$ cat src/rtl/signed_op_pkg.sv
// Shared encodings for the signed/unsigned op arbiter: op codes and FSM states.
package signed_op_pkg;

    localparam logic [1:0] OP_SHR = 2'd0;
    localparam logic [1:0] OP_CMP = 2'd1;
    localparam logic [1:0] OP_NEG = 2'd2;
    localparam logic [1:0] OP_ABS = 2'd3;

    typedef enum logic [1:0] {
        ST_IDLE = 2'd0,
        ST_EXEC = 2'd1,
        ST_RESP = 2'd2
    } state_t;

endpackage

$ cat src/rtl/signed_op_arbiter_if.sv
// Request/response bundle between two requesters (master) and the shared op unit (slave).
interface signed_op_arbiter_if #(
    parameter int WIDTH = 16
);
    logic [1:0]         req_valid;
    logic [1:0]         req_ready;
    logic [3:0]         req_op;
    logic [1:0]         req_sgn;
    logic [2*WIDTH-1:0] req_a;
    logic [2*WIDTH-1:0] req_b;
    logic               rsp_valid;
    logic               rsp_ready;
    logic               rsp_id;
    logic [WIDTH-1:0]   rsp_data;
    logic               rsp_flag;

    modport master (
        output req_valid, req_op, req_sgn, req_a, req_b, rsp_ready,
        input  req_ready, rsp_valid, rsp_id, rsp_data, rsp_flag
    );

    modport slave (
        input  req_valid, req_op, req_sgn, req_a, req_b, rsp_ready,
        output req_ready, rsp_valid, rsp_id, rsp_data, rsp_flag
    );
endinterface

$ cat src/rtl/signed_op_rr_arb.sv
// Two-way round-robin grant: on contention the requester not granted last time wins.
module signed_op_rr_arb (
    input  logic       clk,
    input  logic       reset_n,
    input  logic [1:0] req_valid,
    input  logic       advance,
    output logic       grant_valid,
    output logic       grant_id
);

    logic last_grant;

    assign grant_valid = |req_valid;
    assign grant_id    = (&req_valid) ? ~last_grant : req_valid[1];

    // Resets to 1 so requester 0 wins the first tie.
    always_ff @(posedge clk or negedge reset_n) begin
        if (!reset_n) begin
            last_grant <= 1'b1;
        end else if (advance) begin
            last_grant <= grant_id;
        end
    end

endmodule

$ cat src/rtl/signed_op_arbiter.sv
// Shares one iterative shift/compare/negate/abs unit between two requesters,
// round-robin arbitrated, with a single id-tagged response channel.
module signed_op_arbiter
    import signed_op_pkg::*;
#(
    parameter int WIDTH = 16,
    parameter int SHW   = $clog2(WIDTH)
) (
    input  logic                clk,
    input  logic                reset_n,
    signed_op_arbiter_if.slave  bus,
    output logic                busy
);

    localparam logic [WIDTH-1:0] MOST_NEG = {1'b1, {(WIDTH-1){1'b0}}};

    state_t           state;
    state_t           state_nxt;
    logic             grant_valid;
    logic             grant_id;
    logic             advance;

    logic [1:0]       op_q;
    logic             sgn_q;
    logic             id_q;
    logic [WIDTH-1:0] acc;
    logic [WIDTH-1:0] b_q;
    logic [SHW-1:0]   cnt;

    logic [1:0]       sel_op;
    logic             sel_sgn;
    logic [WIDTH-1:0] sel_a;
    logic [WIDTH-1:0] sel_b;
    logic [WIDTH-1:0] res_data;
    logic             res_flag;

    signed_op_rr_arb u_arb (
        .clk        (clk),
        .reset_n    (reset_n),
        .req_valid  (bus.req_valid),
        .advance    (advance),
        .grant_valid(grant_valid),
        .grant_id   (grant_id)
    );

    assign sel_op  = grant_id ? bus.req_op[3:2]            : bus.req_op[1:0];
    assign sel_sgn = grant_id ? bus.req_sgn[1]             : bus.req_sgn[0];
    assign sel_a   = grant_id ? bus.req_a[2*WIDTH-1:WIDTH] : bus.req_a[WIDTH-1:0];
    assign sel_b   = grant_id ? bus.req_b[2*WIDTH-1:WIDTH] : bus.req_b[WIDTH-1:0];

    // NOTE: sequential state uses non-blocking assignments so every register
    // samples pre-edge values regardless of process ordering.
    always_ff @(posedge clk or negedge reset_n) begin
        if (!reset_n) begin
            state <= ST_IDLE;
        end else begin
            state <= state_nxt;
        end
    end

    // NOTE: defaults at the top of every always_comb keep each path assigned,
    // so no latches are inferred.
    always_comb begin
        state_nxt = state;
        unique case (state)
            ST_IDLE: if (grant_valid)   state_nxt = ST_EXEC;
            ST_EXEC: if (cnt == '0)     state_nxt = ST_RESP;
            ST_RESP: if (bus.rsp_ready) state_nxt = ST_IDLE;
            default:                    state_nxt = ST_IDLE;
        endcase
    end

    // Ready is gated by reset_n so it reads 0 while reset is held.
    always_comb begin
        bus.req_ready = 2'b00;
        advance       = 1'b0;
        busy          = (state != ST_IDLE);
        bus.rsp_valid = (state == ST_RESP);
        if (state == ST_IDLE && grant_valid && reset_n) begin
            bus.req_ready[grant_id] = 1'b1;
            advance                 = 1'b1;
        end
    end

    always_comb begin
        res_data = acc;
        res_flag = 1'b0;
        unique case (op_q)
            OP_SHR: begin
                res_data = acc;
            end
            OP_CMP: begin
                res_data = '0;
                res_flag = sgn_q ? ($signed(acc) > $signed(b_q)) : (acc > b_q);
            end
            OP_NEG: begin
                res_data = -acc;
                res_flag = sgn_q && (acc == MOST_NEG);
            end
            OP_ABS: begin
                if (sgn_q) begin
                    res_data = acc[WIDTH-1] ? (~acc + WIDTH'(1)) : acc;
                    res_flag = (acc == MOST_NEG);
                end
            end
        endcase
    end

    // NOTE: datapath and response registers are reset as well, because the
    // response outputs are observable and must read zero out of reset.
    always_ff @(posedge clk or negedge reset_n) begin
        if (!reset_n) begin
            op_q         <= OP_SHR;
            sgn_q        <= 1'b0;
            id_q         <= 1'b0;
            acc          <= '0;
            b_q          <= '0;
            cnt          <= '0;
            bus.rsp_data <= '0;
            bus.rsp_flag <= 1'b0;
            bus.rsp_id   <= 1'b0;
        end else if (advance) begin
            op_q  <= sel_op;
            sgn_q <= sel_sgn;
            id_q  <= grant_id;
            acc   <= sel_a;
            b_q   <= sel_b;
            cnt   <= (sel_op == OP_SHR) ? sel_b[SHW-1:0] : '0;
        end else if (state == ST_EXEC) begin
            if (cnt != '0) begin
                acc <= sgn_q ? {acc[WIDTH-1], acc[WIDTH-1:1]} : {1'b0, acc[WIDTH-1:1]};
                cnt <= cnt - SHW'(1);
            end else begin
                bus.rsp_data <= res_data;
                bus.rsp_flag <= res_flag;
                bus.rsp_id   <= id_q;
            end
        end
    end

endmodule
$ cat src/flat_wrapper.sv
// flat-port wrapper written by rule: the top's interface ports become plain ports
module signed_op_arbiter_flat import signed_op_pkg::*;
#(
    parameter int WIDTH = 16,
    parameter int SHW   = $clog2(WIDTH)
)
  (clk, reset_n, busy, bus_req_valid, bus_req_op, bus_req_sgn, bus_req_a, bus_req_b, bus_rsp_ready, bus_req_ready, bus_rsp_valid, bus_rsp_id, bus_rsp_data, bus_rsp_flag);
  signed_op_arbiter_if #(.WIDTH(WIDTH)) bus_i ();
  input  logic clk;
  input  logic reset_n;
  output logic busy;
  input wire logic [$bits(bus_i.req_valid)-1:0] bus_req_valid;
  input wire logic [$bits(bus_i.req_op)-1:0] bus_req_op;
  input wire logic [$bits(bus_i.req_sgn)-1:0] bus_req_sgn;
  input wire logic [$bits(bus_i.req_a)-1:0] bus_req_a;
  input wire logic [$bits(bus_i.req_b)-1:0] bus_req_b;
  input wire logic [$bits(bus_i.rsp_ready)-1:0] bus_rsp_ready;
  output wire logic [$bits(bus_i.req_ready)-1:0] bus_req_ready;
  output wire logic [$bits(bus_i.rsp_valid)-1:0] bus_rsp_valid;
  output wire logic [$bits(bus_i.rsp_id)-1:0] bus_rsp_id;
  output wire logic [$bits(bus_i.rsp_data)-1:0] bus_rsp_data;
  output wire logic [$bits(bus_i.rsp_flag)-1:0] bus_rsp_flag;
  assign bus_i.req_valid = bus_req_valid;
  assign bus_i.req_op = bus_req_op;
  assign bus_i.req_sgn = bus_req_sgn;
  assign bus_i.req_a = bus_req_a;
  assign bus_i.req_b = bus_req_b;
  assign bus_i.rsp_ready = bus_rsp_ready;
  assign bus_req_ready = bus_i.req_ready;
  assign bus_rsp_valid = bus_i.rsp_valid;
  assign bus_rsp_id = bus_i.rsp_id;
  assign bus_rsp_data = bus_i.rsp_data;
  assign bus_rsp_flag = bus_i.rsp_flag;
  signed_op_arbiter #(.WIDTH(WIDTH), .SHW(SHW)) u_core (.clk(clk), .reset_n(reset_n), .bus(bus_i), .busy(busy));
endmodule
$ cat config.mk
export PLATFORM = sky130hd
export DESIGN_NAME = signed_op_arbiter_flat
export DESIGN_NICKNAME = d
export VERILOG_FILES = /design/src/rtl/signed_op_pkg.sv /design/src/rtl/signed_op_arbiter_if.sv /design/src/rtl/signed_op_rr_arb.sv /design/src/rtl/signed_op_arbiter.sv /design/src/flat_wrapper.sv
export SDC_FILE = /design/constraint.sdc
export NUM_CORES = 1
export LEC_CHECK = 0
export CELL_PAD_IN_SITES_DETAIL_PLACEMENT = 0
export CELL_PAD_IN_SITES_GLOBAL_PLACEMENT = 1
export CORE_MARGIN = 10
export CORE_UTILIZATION = 23
export CTS_BUF_LIST = sky130_fd_sc_hd__clkbuf_4 sky130_fd_sc_hd__clkbuf_8 sky130_fd_sc_hd__clkbuf_16
export DETAILED_ROUTE_END_ITERATION = 12
export PLACE_DENSITY = 0.67
export SLEW_MARGIN = 20
export SYNTH_ARGS = -nofsm -noshare
export SYNTH_HDL_FRONTEND = slang
export SYNTH_SLANG_ARGS = --single-unit
$ cat constraint.sdc
create_clock -name clk -period 4.5 [get_ports clk]
set_input_delay 0.9 -clock clk [delete_from_list [all_inputs] [get_ports clk]]
set_output_delay 0.9 -clock clk [all_outputs]
set_load 0.1 [all_outputs]
==> results of run 1 <==
[through the flow]
step / setup WS (ns) / cell area, um^2 / cells / hold slack, ns / utilization
detailed placement: 1.14 / 4930 / 720 / 0.470 / 0.310
CTS: 1.14 / 5200 / 734 / 0.482 / 0.327
finish: 1.19 / 5200 / 734 / 0.474 / 0.327
floorplan: 0.684 / 3720 / 423 / 0.439 / -
global placement: 1.19 / 4930 / 720 / 0.468 / 0.310
global route: 1.09 / 5200 / 734 / 0.502 / 0.327
[metal layers]
| metal | GRT usage | routed length (um) |
|---|---|---|
| met5 | 0 | 0 |
| met4 | 0.0377 | 167 |
| met3 | 0.0332 | 668 |
| met2 | 0.173 | 5240 |
| met1 | 0.137 | 5330 |
[placed cells by master (no fill, tap or decap), drive strengths merged, types with 5 or more instances in the layout]
cell           count
nor2              16
clkbuf            12
nand3              9
inv               22
nor2b             18
nand2             82
dfrtp             60
o21ai             46
a21oi             11
buf                9
clkdlybuf4s50     93
a31oi             14
a211oi            15
mux2               5
mux2i             22
ha                20
xor2               7
[state kept, by name, indices dropped and copies added (netlist names), 2 cells and up]
signal and cells:
u_core.state 2, u_core.cnt 4, u_core.op_q 2, u_core.acc 16, u_core.b_q 16, u_core.bus.rsp_data 16
[kinds of logic after synthesis]
family	Yosys count	share of synthesized area
compound gates	108	0.184
xor+xnor	9	0.0212
fa+ha+maj	20	0.0673
buf+inv	43	0.0454
flops	61	0.411
mux	27	0.0743
simple gates	155	0.197
[power groups by stage]
stage               combinational (W)  sequential (W)  clock, W
floorplan                     0.00112         0.00150         0
global placement              0.00208         0.00112         0
detailed placement            0.00213         0.00113         0
CTS                           0.00214         0.00112  0.000650
global route                  0.00235         0.00117  0.000670
finish                        0.00211         0.00112  0.000634
[worst paths after layout]
kind | from | endpoint | slack, ns | depth (start not counted)
worst max-delay path | bus_req_valid[0] | bus_req_ready[0] | 1.19 | 6
worst min-delay path | u_core.bus.rsp_data[13]$_DFFE_PN0P_ | u_core.bus.rsp_data[13]$_DFFE_PN0P_ | 0.47 | 2
worst max register to register | u_core.cnt[0]$_DFFE_PN0P_ | u_core.bus.rsp_flag$_DFFE_PN0P_ | 2.10 | 7
worst min register to register | u_core.bus.rsp_data[13]$_DFFE_PN0P_ | u_core.bus.rsp_data[13]$_DFFE_PN0P_ | 0.47 | 2
max in group asynchronous | reset_n | u_core.acc[13]$_DFFE_PN0P_ | 2.96 | 2
min in group asynchronous | reset_n | u_core.op_q[0]$_DFFE_PN0P_ | 0.62 | 1
[layout make-up]
cell class | count | area share
multi-input combinational | 319 | 0.392
sequential | 61 | 0.294
tap | 216 | 0.0520
timing repair buffer | 102 | 0.194
clock buffer | 12 | 0.0501
inverter | 22 | 0.0159
clock inverter | 2 | 0.00193
[tightest hold or removal path, delay by kind of cell, from the launching register on]
family	cells	cell delay (ns)
simple gates	1	0.04
flops	1	0.34
compound gates	1	0.06
==> metrics.txt, run 1 <==
sequential area share after synthesis 0.411; vias after detailed routing 3,286; most instantiated library cell after synthesis nand2_1; Sw Ratio 0.495; Synth area leader dfrtp_1; synthesized net count 518; Req. time, crit path 3.60 ns; post-cts resize count 0; DRC violations left 0; syn_area_per_cell 8.79 um^2; Via density 4.48; worst path bufs/invs 2; endpoints failing setup 0; clock-pin slew on the worst setup and hold paths 0.05 ns; final hold violation count 0; startpoint types input port; slowest cell delay on critical path 0.52 ns; Power Dens Cells 743 nW/um^2; first-pass GRT wire length ~19 mm; CTS root buf clkbuf_16; DPL Wire Length 8.93 mm; DIE AREA around 22,000 um^2; worst path cell trace clkdlybuf4s50_1 > nor2_1 > nor2_1 > nand2_2 > nor2_1 > buf_4; Fin Clk Skew 0.00542 ns; DIE HEIGHT 147 um; Global Route Usage Sum 0.109; max_slew headroom 0.331; post-route ant nets 0; Hold Path Class register to register; I/O pin total a little under 100; Hold-fix buffers, CTS 0; postcts setup bufs 0; Clk pwr share 0.164; Pint between 0.0015 and 0.002 W; TritonCTS clock tree built; first-pass iteration count of the detailed router 4; vias in the first global route 3,519; core area ~16,000 um^2; Psw 0.00191 W; critical path type input port to primary output; most used flip-flop cell after synthesis dfrtp_1; WL/cell 15.5 um; Gate power share 0.547; antenna violations before repair 0; post-synth cell types 48; leakage 2.20 nW; most frequent cells after synthesis nand2_1 (82), dfrtp_1 (60), o21ai_0 (43), inv_1 (22), mux2i_1 (22); DR iter-0 viols 184; Post-synth EDFFs 0; RSZ-0062 raised after global routing false; fin nets 610; final wirelength 11.4 mm; Row Count 46; routability cong. 0.830; Setup Total Neg Slack 0 ns; largest net degree at the start of global routing 78; CP top delay family buffers and inverters; post-synth top area share 0.404; Initial Util 0.234; Seq pwr share 0.289; Chip Width 147 um; Clock Latency Late Sink 0.33 ns; CP dominant cell by count nor2_1; Final Max Slew Viols 0; share of layout cells above drive strength 1 0.0772; outcome complete, no violations; H-tree levels 3; clock sinks slightly above 60; post-synthesis register bit count between 60 and 70; peak fanout along the critical path 3; fill cell count 1,673; synthesis-to-finish area growth 39.7%; port bufs 96; synth warn 0; Worst Tran Pin Value 1.00 ns; critical path endpoint category primary output; min Tclk post-route 3.31 ns; Synth async-reset ratio 1.00; register area 1530 um^2; crit share post-route 0.735; maximum VDD drop 0.215 mV; Num CTS Buffers 9; clk buf depth 2; multi-input combinational cell area between 2000 and 2500 um^2; Max Cap Viol 0; CP arrival 2.41 ns; post-synth design cell area between 3000 and 4000 um^2; Post-Synthesis Cells 423; most area-consuming cells after synthesis dfrtp_1 (40%), nand2_1 (8.3%), ha_1 (6.7%); CP max-delay cell clkdlybuf4s50_1; Total Power 0.00386 W; fmax 302 MHz; n_diodes 0; Overflow after GRT 0
(Power assumes the default switching activity.)
==> run 2, diff against run 1 <==
==> constraint.sdc (replaced) <==
create_clock -name clk -period 3.15 [get_ports clk]
set_input_delay 0.63 -clock clk [delete_from_list [all_inputs] [get_ports clk]]
set_output_delay 0.63 -clock clk [all_outputs]
set_load 0.1 [all_outputs]
==> run 2 against run 1 <==
Cell count is 0.27% higher. Setup slack worse by 0.60 ns. Largest cell class unchanged. Critical path depth stayed put. Total power is 42% higher. Global-route usage is 0.45 points lower. Worst hold slack better by 0.0028 ns. Highest routed layer unchanged. Sequential power is 43% higher.
==> metrics.txt, run 2 (synthesis gave the netlist of run 1 again) <==
outcome complete, no violations; final hold violation count 0; Total Power 0.00549 W; critical path endpoint category primary output; H-tree levels 3; Chip Width 147 um; Via density approximately 4.5; maximum VDD drop 0.327 mV; DPL Wire Length 8.81 mm; Hold Path Class register to register; synthesis-to-finish area growth 39.2%; clk buf depth 2; post-route ant nets 0; reg-to-reg critical path endpoint u_core.bus.rsp_data[14]$_DFFE_PN0P_; most common cell after layout, fill and taps aside nand2_1; core area roughly 16,000 um^2; worst reg2reg path depth 7; RSZ-0062 raised after global routing false; Overflow after GRT 0; I/O pin total between 90 and 100; Clock Latency Late Sink 0.32 ns; hold path startpoint u_core.b_q[7]$_DFFE_PN0P_; CTS root buf clkbuf_16; biggest regs u_core.acc (16), u_core.b_q (16), u_core.bus.rsp_data (16); Pint ~0.0028 W; Final Cell Area 5180 um^2; Power Dens Cells 1060 nW/um^2; Hold Slack 0.476 ns; Global Route Usage Sum 0.105; fin nets 612; vias in the first global route around 3,500; Row Count 46; Final Max Slew Viols 0; final wirelength between 10 and 15 mm; share of layout cells above drive strength 1 0.121; max_slew headroom 0.483; Initial Util 0.234; cell area after placement 4910 um^2; Worst Tran Pin Value 0.776 ns; Gate power share 0.545; Sw Ratio 0.495; DIE HEIGHT 147 um; DRC violations left 0; largest net degree at the start of global routing around 80; Num CTS Buffers 9; vias after detailed routing 3,303; Fin Clk Skew slightly below 0.008 ns; Reg2Reg Setup Slack 0.81 ns; peak fanout along the critical path 2; first-pass GRT wire length 18.2 mm; CP arrival 1.92 ns; Setup Total Neg Slack 0 ns; DIE AREA ~22,000 um^2; DR iter-0 viols 263; min Tclk post-route 2.55 ns; hold depth 2; commonest non-fill, non-tap cells in the layout nand2_1 (81), clkdlybuf4s50_1 (73), dfrtp_1 (60); fmax slightly below 400 MHz; n_diodes 0; Seq pwr share 0.292; leakage 2.24 nW; Max Cap Viol 0; port bufs 96; Clk pwr share 0.164; Psw 0.00272 W; endpoints failing setup 0; WL/cell between 15 and 20 um; post-cts resize count 0; TritonCTS clock tree built; first-pass iteration count of the detailed router 4; startpoint types input port; critical path type input port to primary output; Hold-fix buffers, CTS 0; clock sinks 61; antenna violations before repair 0; clock-pin slew on the worst setup and hold paths 0.05 ns; WHS Endpoint u_core.b_q[7]$_DFFE_PN0P_; postcts setup bufs 0; crit share post-route 0.811; Req. time, crit path 2.52 ns; worst r2r src u_core.acc[0]$_DFFE_PN0P_; routability cong. 0.852
run 2: power by group through the flow:
| stage | clock network [W] | logic, W | registers, W |
|---|---|---|---|
| detailed placement | 0 | 0.00302 | 0.00162 |
| global route | 0.000956 | 0.00333 | 0.00167 |
| floorplan | 0 | 0.00160 | 0.00214 |
| CTS | 0.000919 | 0.00303 | 0.00160 |
| global placement | 0 | 0.00296 | 0.00159 |
| finish | 0.000898 | 0.00299 | 0.00160 |
run 2: worst max path at each step:
stage,startpoint,to,slack (ns),depth (start not counted)
detailed placement,bus_req_valid[0],bus_req_ready[0],0.56,6
finish,bus_req_valid[0],bus_req_ready[0],0.60,6
global route,bus_req_valid[0],bus_req_ready[0],0.51,6
floorplan,u_core.state[1]$_DFFE_PN0P_,bus_req_ready[0],0.06,6
global placement,bus_req_valid[0],bus_req_ready[0],0.58,6
CTS,bus_req_valid[0],bus_req_ready[0],0.55,6
run 2: worst max-delay path, stage by stage:
cell and delay, ns:
clkdlybuf4s50_1 0.53, nor2_1 0.07, nor2_1 0.15, nand2_2 0.08
nor2_2 0.24, buf_12 0.21
run 2: routing by layer:
layer  global-route usage  vias to the layer above  wire, um
li1                     -                     1681         -
met1                0.135                     1531      5290
met2                0.165                       81      5180
met3               0.0313                       10       543
met4               0.0302                        0       138
met5                    0                        -         0
run 2: metrics by stage:
step,instances,util,setup slack [ns]
finish,736,0.326,0.597
global route,736,0.326,0.513
global placement,722,0.309,0.576
CTS,736,0.326,0.555
floorplan,423,-,0.0571
detailed placement,722,0.309,0.562
run 2: layout make-up:
cell class,instances,area [um^2]
flip-flops and latches,61,1530
inverters,22,82.6
fillers,1686,10700
clock buffers,12,260
well taps,216,270
repair buffers,104,986
multi-input cells,319,2040
clock inverters,2,10.0
